`src/rtl/mem_port_arbiter.sv`:
```
// mem_port_arbiter
// Shares one single-ported memory between the instruction-fetch port (if_*)
// and the MEM-stage load/store port (d_*). One transaction is in flight at a
// time. Data requests have priority, but after STARVE_LIM consecutive data
// grants with fetch waiting, fetch is forced to win.
//
// Ports
//   clk, rst          : rising-edge clock, synchronous active-high reset
//   if_req/if_addr    : fetch request (level, held until if_ack) and address
//   if_rdata/if_ack   : fetch read data, valid with the one-cycle if_ack pulse
//   d_req/d_we/d_be   : data request, store select, store byte enables
//   d_addr/d_wdata    : data address and store data
//   d_rdata/d_ack     : load data, valid with the one-cycle d_ack pulse
//   mem_req..mem_wdata: registered request to memory, stable until mem_ack
//   mem_rdata/mem_ack : memory read data and completion strobe
//   stall_if/stall_mem: freeze the IF / MEM stage while their access pends
module mem_port_arbiter #(
  parameter int XLEN       = 32,
  parameter int STARVE_LIM = 4
) (
  input  logic            clk,
  input  logic            rst,
  input  logic            if_req,
  input  logic [XLEN-1:0] if_addr,
  output logic [XLEN-1:0] if_rdata,
  output logic            if_ack,
  input  logic            d_req,
  input  logic            d_we,
  input  logic [3:0]      d_be,
  input  logic [XLEN-1:0] d_addr,
  input  logic [XLEN-1:0] d_wdata,
  output logic [XLEN-1:0] d_rdata,
  output logic            d_ack,
  output logic            mem_req,
  output logic            mem_we,
  output logic [3:0]      mem_be,
  output logic [XLEN-1:0] mem_addr,
  output logic [XLEN-1:0] mem_wdata,
  input  logic [XLEN-1:0] mem_rdata,
  input  logic            mem_ack,
  output logic            stall_if,
  output logic            stall_mem
);

  typedef enum logic [1:0] {IDLE, BUSY_D, BUSY_I, RESP} state_t;

  localparam logic [3:0] LIM = 4'(STARVE_LIM);

  state_t     state, state_nxt;
  logic [3:0] starve_cnt, starve_nxt;
  logic       grant_d, grant_i;
  logic       busy;

  assign busy = (state == BUSY_D) || (state == BUSY_I);

  // Acks are registered, so the stalls drop in the same cycle the winner sees
  // its ack; nothing here depends on mem_ack or mem_rdata combinationally.
  assign stall_if  = if_req & ~if_ack;
  assign stall_mem = d_req  & ~d_ack;

  // NOTE: every signal assigned in this block gets a default first; a path
  // that leaves one unassigned would infer a latch.
  always_comb begin
    state_nxt  = state;
    starve_nxt = starve_cnt;
    grant_d    = 1'b0;
    grant_i    = 1'b0;
    unique case (state)
      IDLE: begin
        // Data wins unless fetch has already been passed over LIM times.
        if (d_req && !(if_req && starve_cnt == LIM)) grant_d = 1'b1;
        else if (if_req)                            grant_i = 1'b1;

        if (!if_req || grant_i)                 starve_nxt = '0;
        else if (grant_d && starve_cnt != LIM)  starve_nxt = starve_cnt + 4'd1;

        if (grant_d)      state_nxt = BUSY_D;
        else if (grant_i) state_nxt = BUSY_I;
      end
      BUSY_D, BUSY_I: if (mem_ack) state_nxt = RESP;
      RESP:           state_nxt = IDLE;
      default:        state_nxt = IDLE;
    endcase
  end

  // NOTE: sequential state uses non-blocking assignments only, so every
  // register samples its inputs from before the edge regardless of order.
  always_ff @(posedge clk) begin
    if (rst) begin
      state      <= IDLE;
      starve_cnt <= '0;
      mem_req    <= 1'b0;
      mem_we     <= 1'b0;
      mem_be     <= '0;
      mem_addr   <= '0;
      mem_wdata  <= '0;
      if_ack     <= 1'b0;
      d_ack      <= 1'b0;
      if_rdata   <= '0;
      d_rdata    <= '0;
    end else begin
      state      <= state_nxt;
      starve_cnt <= starve_nxt;
      if_ack     <= 1'b0;
      d_ack      <= 1'b0;

      if (grant_d) begin
        mem_req   <= 1'b1;
        mem_we    <= d_we;
        mem_be    <= d_we ? d_be : 4'hF;   // loads always read the full word
        mem_addr  <= d_addr;
        mem_wdata <= d_wdata;
      end else if (grant_i) begin
        mem_req  <= 1'b1;
        mem_we   <= 1'b0;
        mem_be   <= 4'hF;
        mem_addr <= if_addr;
      end

      // mem_ack outside BUSY_x (late ack after reset, stray pulse) is ignored.
      if (busy && mem_ack) begin
        mem_req <= 1'b0;
        if (state == BUSY_D) begin
          d_rdata <= mem_rdata;
          d_ack   <= 1'b1;
        end else begin
          if_rdata <= mem_rdata;
          if_ack   <= 1'b1;
        end
      end
    end
  end

endmodule
```
`config.mk`:
```
export PLATFORM = sky130hd
export DESIGN_NAME = mem_port_arbiter
export DESIGN_NICKNAME = d
export VERILOG_FILES = /design/src/rtl/mem_port_arbiter.sv
export SDC_FILE = /design/constraint.sdc
export NUM_CORES = 1
export LEC_CHECK = 0
export BUFFER_PORTS_ARGS = -buffer_cell sky130_fd_sc_hd__buf_2
export CORE_ASPECT_RATIO = 0.8
export CORE_MARGIN = 5
export CORE_UTILIZATION = 30
export DETAILED_ROUTE_END_ITERATION = 8
export PLACE_DENSITY = 0.53
export SETUP_SLACK_MARGIN = 0.2
export SLEW_MARGIN = 20
export SYNTH_ARGS = -nofsm -noshare
export SYNTH_HDL_FRONTEND = slang
export SYNTH_SLANG_ARGS = --single-unit
```
`constraint.sdc`:
```
create_clock -name clk -period 3.8 [get_ports clk]
set_input_delay 0.38 -clock clk [delete_from_list [all_inputs] [get_ports clk]]
set_output_delay 0.38 -clock clk [all_outputs]
set_load 0.005 [all_outputs]
```
======== Word level (Yosys, flattened, before mapping) ========
Cells that the tools add are included.
operators by class
  reduce and logical (&&, ||, !) cells .... 18
  muxes and demuxes ....................... 24
  add/sub/neg operators ................... 1
  bitwise gates (word level) .............. 6
  equal/unequal tests ..................... 7
operators with widths
  operator             count
  $mux 32              2
  $mux 4               5
  $mux 1               13
  $reduce_and 2->1     4
  $mux 2               3
  $pmux 2 s3           1
  $reduce_or 2->1      3
  $add 4x1->4 const B  1
  $eq 2x2->1 const B   2
  $eq 4x3->1 const B   1
  $logic_and 1x1->1    4
  $ne 4x3->1 const B   1
  $not 1->1            4
  $reduce_bool 2->1    2
  $ne 3x3->1 const B   1
  $and 1x1->1          2
  $eq 2x1->1 const B   1
  $logic_not 1->1      2
  $logic_not 2->1      1
  $logic_or 1x1->1     2
  $ne 2x2->1 const B   1
word-level totals
  flip-flop bits (word level) ............. 142
  output and inout port bits .............. 138

======== Logic depth before layout (Yosys ltp) ========
Gate-level depths: netlist (run 1).
  depth in word-level cells ............... 9
  gate-level depth with buffers ........... 8
  depth with buffers taken out ............ 5

======== Least setup slack after synthesis (run 1) ========
Ideal clock, no wire load.
  kind .................................... reg2reg
  start ................................... register starve_cnt[0]
  end ..................................... register mem_addr[10]
  stages on the path, launching flop included .. 7
  arrival ................................. 1434 ps
  path slack .............................. 2247 ps
  cells stage by stage .................... dfxtp_1 -> inv_1 -> ha_1 -> nand3b_4 -> a211o_4 -> buf_6 -> o221a_1
between the ends
  word-level cells in the longest chain between the ends .. 8
  elaborated cells on any way between the ends .. 12
  those cells by class .................... eq/ne (1); mux (7); reduce/logical (4)
RTL lines
  what                                                 RTL line  RTL
  from (decl)                                          50        logic [3:0] starve_cnt, starve_nxt;
  from (signal assigned)                               103       starve_cnt <= starve_nxt;
  $eq 4x3->1 (*)                                       71        if (d_req && !(if_req && starve_cnt == LIM)) grant_d = 1'b1;
  $logic_and 1x1->1 (*)                                71
  $logic_not 1->1 (*)                                  71
  $logic_and 1x1->1 (*)                                71
  $mux 1                                               71
  $mux 1 (2 in series)                                 68        unique case (state)
  $mux 32 / $reduce_bool 2->1 (equally long branches)  n/a
  to (signal assigned)                                 111       mem_addr <= d_addr;
  to (signal assigned)                                 117       mem_addr <= if_addr;
  to (decl)                                            37        output logic [XLEN-1:0] mem_addr,
Mark *: on every way between the ends. The rest lies on a longest branch, timed or not. The select of a mux whose other input is x is not followed.
A chain may end at the register's enable or synchronous reset.

======== Worst setup path after layout (run 1) ========
  start ................................... register state[1]
  end ..................................... register mem_wdata[12]
between the ends
  word-level cells in the longest chain between the ends .. 2
RTL lines
  what                    RTL line  RTL
  from (decl)             49        state_t state, state_nxt;
  from (signal assigned)  102       state <= state_nxt;
  $logic_not 2->1         68
  $mux 1                  68
  to (signal assigned)    112       mem_wdata <= d_wdata;
  to (decl)               38        output logic [XLEN-1:0] mem_wdata,
No other way between the ends.

==> results of run 1 <==
[cells in the mapped netlist (5+ instances only)]
library cell / n / area share
nor2_1: 9 / 0.0061
nand2_1: 137 / 0.093
clkbuf_1: 36 / 0.024
nor4_1: 5 / 0.0057
dfxtp_1: 142 / 0.51
nand3_1: 34 / 0.031
o21ai_0: 33 / 0.030
o221a_1: 30 / 0.061
buf_2: 20 / 0.018
inv_1: 39 / 0.027
a21oi_1: 132 / 0.12
[sequential cells by signal, summed over array words and instances (netlist names)]
register    flops
d_ack           1
mem_addr       32
mem_req         1
state           2
if_rdata       32
mem_we          1
if_ack          1
mem_be          4
mem_wdata      32
d_rdata        32
starve_cnt      4
[layout make-up]
cell class,count,area share
Clock buffer,17,0.0559
Clock inverter,15,0.0232
Inverter,39,0.0192
Multi-Input combinational cell,422,0.298
Sequential cell,142,0.374
Tap cell,230,0.0378
Timing Repair Buffer,286,0.192
[metal layers]
metal / part of all wire / routed length (um) / GRT usage
met1: 0.46 / 8630 / 0.220
met2: 0.44 / 8130 / 0.266
met3: 0.088 / 1640 / 0.0701
met4: 0.010 / 185 / 0.0465
met5: 0.00059 / 11 / 0
[how the worst min path moves through the flow]
| stage | cells past startpoint | end | slack [ps] |
|---|---|---|---|
| final | 3 | mem_wdata[24] | 200 |
| after global routing | 3 | mem_wdata[21] | 180 |
| after CTS | 3 | if_rdata[23] | 180 |
| after detailed placement | 2 | if_rdata[31] | 440 |
| after global placement | 2 | if_rdata[14] | 440 |
| after floorplan | 2 | d_rdata[0] | 450 |
[logic make-up after synthesis]
| group | count (synthesis) | synth area share |
|---|---|---|
| flip-flops | 142 | 0.515 |
| AND/OR/NAND/NOR | 210 | 0.169 |
| buffers and inverters | 98 | 0.0752 |
| multiplexers | 1 | 0.00181 |
| AO/OA/AOI/OAI | 207 | 0.230 |
| adder cells (fa/ha/maj) | 4 | 0.00906 |
[report_power, final]
part           total (uW)  switching (uW)  internal [uW]
clock network        1710             723            990
logic                1040             603            436
registers            1800             102           1700
total                4560            1430           3130
[per-stage QoR]
stage | utilization | std cells | hold slack (ps) | worst slack [ps]
6_report | 0.420 | 1151 | 201 | 1600
5_1_grt | 0.420 | 1151 | 179 | 1270
4_1_cts | 0.420 | 1151 | 178 | 1590
3_5_place_dp | 0.387 | 1119 | 444 | 1590
3_3_place_gp | 0.387 | 1119 | 442 | 1640
2_1_floorplan | - | 662 | 453 | 2250
[critical path, stage by stage (launching register included)]
cell,delay [ps]
dfxtp_1,290
inv_1,90
ha_1,450
nand2_1,700
o21ai_0,390
a21oi_1,110
==> metrics, run 1 <==
crit share post-route=0.579; area of the multi-input gates=2260 um2; Main synth FF type=dfxtp_1; Syn Nets=804; first-pass GRT wire length=between 20000 and 30000 um; Setup Fix Bufs, Post-CTS=0; Ant. Diodes=0; setup tns final=0 ps; maximum clock insertion buffer count=2; share of layout cells above drive strength 1=0.351; Die H=approximately 130 um; max-slew violations=0; area delta synth->final=37.7%; Sinks on Clock Net=142; cts hold-fix bufs=0; nets=approximately 1100; Design Area, Final=around 7600 um2; Post-synth EDFFs=0; count of final setup violators=0; Ys Warns=0; initial core utilization=0.305; R2R depth=5; I/O Buffers=roughly 280; vias in the first global route=approximately 5300; Leak=around 0.0034 uW; synthesized flop and latch total=roughly 140; Power Dens Cells=599 nW/um2; IO Pins=between 200 and 300; Worst setup SP type=flip-flop; Routed WL=roughly 19000 um; die width=162 um; commonest non-fill, non-tap cell in the layout=buf_2; Critical Path RT=approximately 4100 ps; DRT antenna net count=0; Post-DP Area=7000 um2; Mapped Area=5520 um2; Post-Syn Area per Cell=roughly 8.3 um2; status=finished, final reports clean; Hold Crit Class=in -> reg; Hold Crit Start=d_wdata[24]; worst rel slew slack=0.294; TritonCTS clock tree=done; die area=between 20000 and 25000 um2; worst setup path end=mem_wdata[12]; Reg-to-Reg Start=state[1]; routability cong.=0.734; measured slew at the worst slew-check pin=about 1100 ps; initial antenna violation count=1; CP Launch Point=state[1]; Via density=around 4.7; FILL cells=~1900; post-synthesis sequential area ratio=0.515; fmax=between 0.4 and 0.5 GHz; total number of H-tree levels=4; top fanout value on the critical path=32; hpwl dp=roughly 13000 um; worst skew pair latency=roughly 420 ps; TritonCTS buffer count=17; CTS Root Buffer Type=clkbuf_16; minimum clock period=2200 ps; total grt overflow=0; routed len/inst=roughly 16 um; Clock Pin Slew Worst Setup and Hold Paths=about 70 ps; Critical R2R Capture=mem_wdata[12]; largest net degree at the start of global routing=96; most frequent cells in the layout=buf_2, dfxtp_1, nand2_1; CP endpoint kind=flip-flop; Synth cell types=38; DRT Pass-1 Iters=4; Arr. time, crit path=2450 ps; overall routing resource usage=0.171; Residual DRC=0; via count=between 5000 and 6000; Max-cap violations=0; Post-synth ARST share=0; final hold violations=0; VDD IR max=roughly 0.00023 V; Resized cells post-CTS=0; RSZ-0062 raised after global routing=no; core area=around 18000 um2; Register Area=about 2800 um2; reg-to-reg setup timing slack=between 1500 and 2000 ps; critical path class=reg -> reg; final total power=~4600 uW; Post-Syn Instances=662; row count=44; drt initial violations=~370; Setup Skew=between 10 and 15 ps
No activity file was read; power rests on OpenSTA's default activity.
==> run 2: changes to the inputs <==
--- a/config.mk
+++ b/config.mk
@@ -10,7 +10,7 @@
 export CORE_MARGIN = 5
 export CORE_UTILIZATION = 30
 export DETAILED_ROUTE_END_ITERATION = 8
-export PLACE_DENSITY = 0.53
+export PLACE_DENSITY = 0.56
 export SETUP_SLACK_MARGIN = 0.2
 export SLEW_MARGIN = 20
 export SYNTH_ARGS = -nofsm -noshare
==> constraint.sdc (replaced) <==
create_clock -name clk -period 1.86 [get_ports clk]
set_input_delay 0.186 -clock clk [delete_from_list [all_inputs] [get_ports clk]]
set_output_delay 0.186 -clock clk [all_outputs]
set_load 0.005 [all_outputs]
==> run 2 against run 1 <==
Global-route usage up 1.0 points. Critical path depth did not move. First-iteration DRC count up 20%. Sequential share of layout area fell by 3.2 points. Clock-buffer cell count rose by 3. Via count grew 4.7%. Worst setup slack worse by 1300 ps. Maximum frequency increased by 38%. Largest cell class unchanged.
==> metrics, run 2 (synthesis gave the netlist of run 1 again) <==
status=finished, final reports clean; WHS Endpoint=mem_addr[13]; crit path buf inv count=2 (+1); final total power=9600 uW (+110%); fmax=0.626 GHz (+38%); Power Dens Cells=1160 nW/um2 (+93%); drt initial violations=447 (+20%); core area=18100 um2 (unchanged); Arr. time, crit path=1900 ps (-550 ps); Routed WL=19800 um (+6.3%); crit-path cells=inv_2, ha_4, clkinvlp_4, a211o_4, o221a_1; initial core utilization=0.305 (unchanged); IO Pins=276 (unchanged); first-pass GRT wire length=31100 um (+6.1%); CTS Root Buffer Type=clkbuf_16; crit share post-route=0.859 (+0.280); final hold violations=0 (unchanged); Setup Skew=8.37 ps (-3.59 ps); routed len/inst=16.4 um (+1.4%); delay-heaviest family, CP=compound AO/OA/AOI/OAI gates; TritonCTS clock tree=done; VDD IR max=0.000506 V (+120%); Critical Path Slowest Stage Cell=a211o_4; die width=162 um (unchanged); max-slew violations=0 (unchanged); share of layout cells above drive strength 1=0.348 (-0.00270); DRT Pass-1 Iters=5 (+1); row count=44 (unchanged); Critical R2R Capture=mem_addr[9]; Hold Crit Start=if_addr[13]; total grt overflow=0 (unchanged); Worst setup SP type=flip-flop; Worst path max stage delay=430 ps (-270 ps); commonest non-fill, non-tap cell in the layout=buf_2; nets=1107 (+5.4%); Leak=0.00370 uW (+7.9%); maximum clock insertion buffer count=2 (unchanged); R2R depth=5 (unchanged); Clock Pin Slew Worst Setup and Hold Paths=70 ps (about the same); DRT antenna net count=0 (unchanged); via count=5724 (+4.7%); hpwl dp=13000 um (+1.0%); Sinks on Clock Net=142 (unchanged); worst skew pair latency=420 ps (about the same); Reg-to-Reg Start=state[1]; vias in the first global route=5576 (+4.8%); reg-to-reg setup timing slack=260 ps (-1340 ps); worst rel slew slack=0.595 (+0.300); I/O Buffers=275 (unchanged); Hold Crit Class=in -> reg; area delta synth->final=50.4%; CP endpoint kind=flip-flop; TritonCTS buffer count=17 (unchanged); largest net degree at the start of global routing=72 (-25%); minimum clock period=1600 ps (-602 ps); DP Worst Slack=84.2 ps (-1500 ps); worst setup margin=262 ps (-1340 ps); Ant. Diodes=0 (unchanged); setup tns final=0 ps (unchanged); die area=21200 um2 (unchanged); worst hold stages=2 (-1); total number of H-tree levels=4 (unchanged); Die H=131 um (unchanged); count of final setup violators=0 (unchanged); Residual DRC=0 (unchanged); RSZ-0062 raised after global routing=no; Critical Path RT=2160 ps (-1890 ps); initial antenna violation count=0 (-1); top fanout value on the critical path=8 (-75%); measured slew at the worst slew-check pin=608 ps (-451 ps); critical path class=reg -> reg; Max-cap violations=0 (unchanged); routability cong.=0.809 (+10%); most frequent cells in the layout=buf_2, dfxtp_1, nand2_1; Via density=4.74 (-0.14%); FILL cells=1806 (-4.2%); overall routing resource usage=0.181 (+0.0101)
==> run 2: changes by cell type in the layout (fill, tap and decap cells not counted), moves of 3 or more <==
cell,delta
dlygate4sd3_1,+45
inv_1,-4
buf_12,+9
clkinv_4,-3
inv_2,+3
a211o_4,+3
==> run 2: timing repair <==
item,in CTS,in global routing
pin swaps,1,3
setup buffers,0,2
cloned,2,1
setup endpoints to repair,39,59
hold endpoints to repair,61,0
gates resized for setup,6,8
hold buffers,45,0
==> run 2: per-stage QoR <==
stage | util | hold slack [ps] | area, um2 | cells
after floorplan | - | 322 | 5520 | 662
after global placement | 0.396 | 439 | 7170 | 1126
after detailed placement | 0.396 | 443 | 7170 | 1126
after CTS | 0.456 | 0.182 | 8260 | 1204
after global routing | 0.459 | 1.54 | 8310 | 1207
final | 0.459 | 21.9 | 8310 | 1207
==> run 2: worst max-delay path by stage <==
stage | endpoint | startpoint | depth (start not counted)
global route | mem_wdata[0] | starve_cnt[1] | 6
finish | mem_addr[9] | state[1] | 5
detailed placement | mem_addr[0] | state[1] | 5
global placement | mem_addr[0] | state[1] | 5
CTS | mem_addr[22] | starve_cnt[0] | 5
floorplan | mem_addr[10] | starve_cnt[0] | 6
==> run 2: report_power, final <==
| part | switching, uW | leakage [uW] | total [uW] | internal, uW |
|---|---|---|---|---|
| combinational | 1330 | 0.00225 | 2470 | 1140 |
| sequential | 221 | 0.00116 | 3700 | 3480 |
| clock | 1370 | 0.000280 | 3430 | 2060 |
| total | 2930 | 0.00370 | 9600 | 6680 |
==> run 2: cell type report <==
class                   count  area (um2)  area share
well taps                 230         288      0.0346
inverters                  39         150      0.0181
multi-input cells         425        2340       0.282
repair buffers            340        2100       0.252
clock inverters            11         131      0.0158
flip-flops and latches    142        2840       0.342
clock buffers              20         457      0.0550
==> run 2: routing by layer <==
metal | GRT usage | vias up | wire [um]
met3 | 0.0654 | 16 | 1610
met1 | 0.239 | 2623 | 9080
met5 | 0 | - | 0
li1 | - | 2882 | -
met4 | 0.0484 | 0 | 226
met2 | 0.281 | 203 | 8840
==> run 2: worst register-to-register path, delay by kind of cell (launching register included) <==
family / cells / cell delay, ps
compound gates: 2 / 690
fa+ha+maj: 1 / 200
buf+inv: 2 / 290
flops: 1 / 300
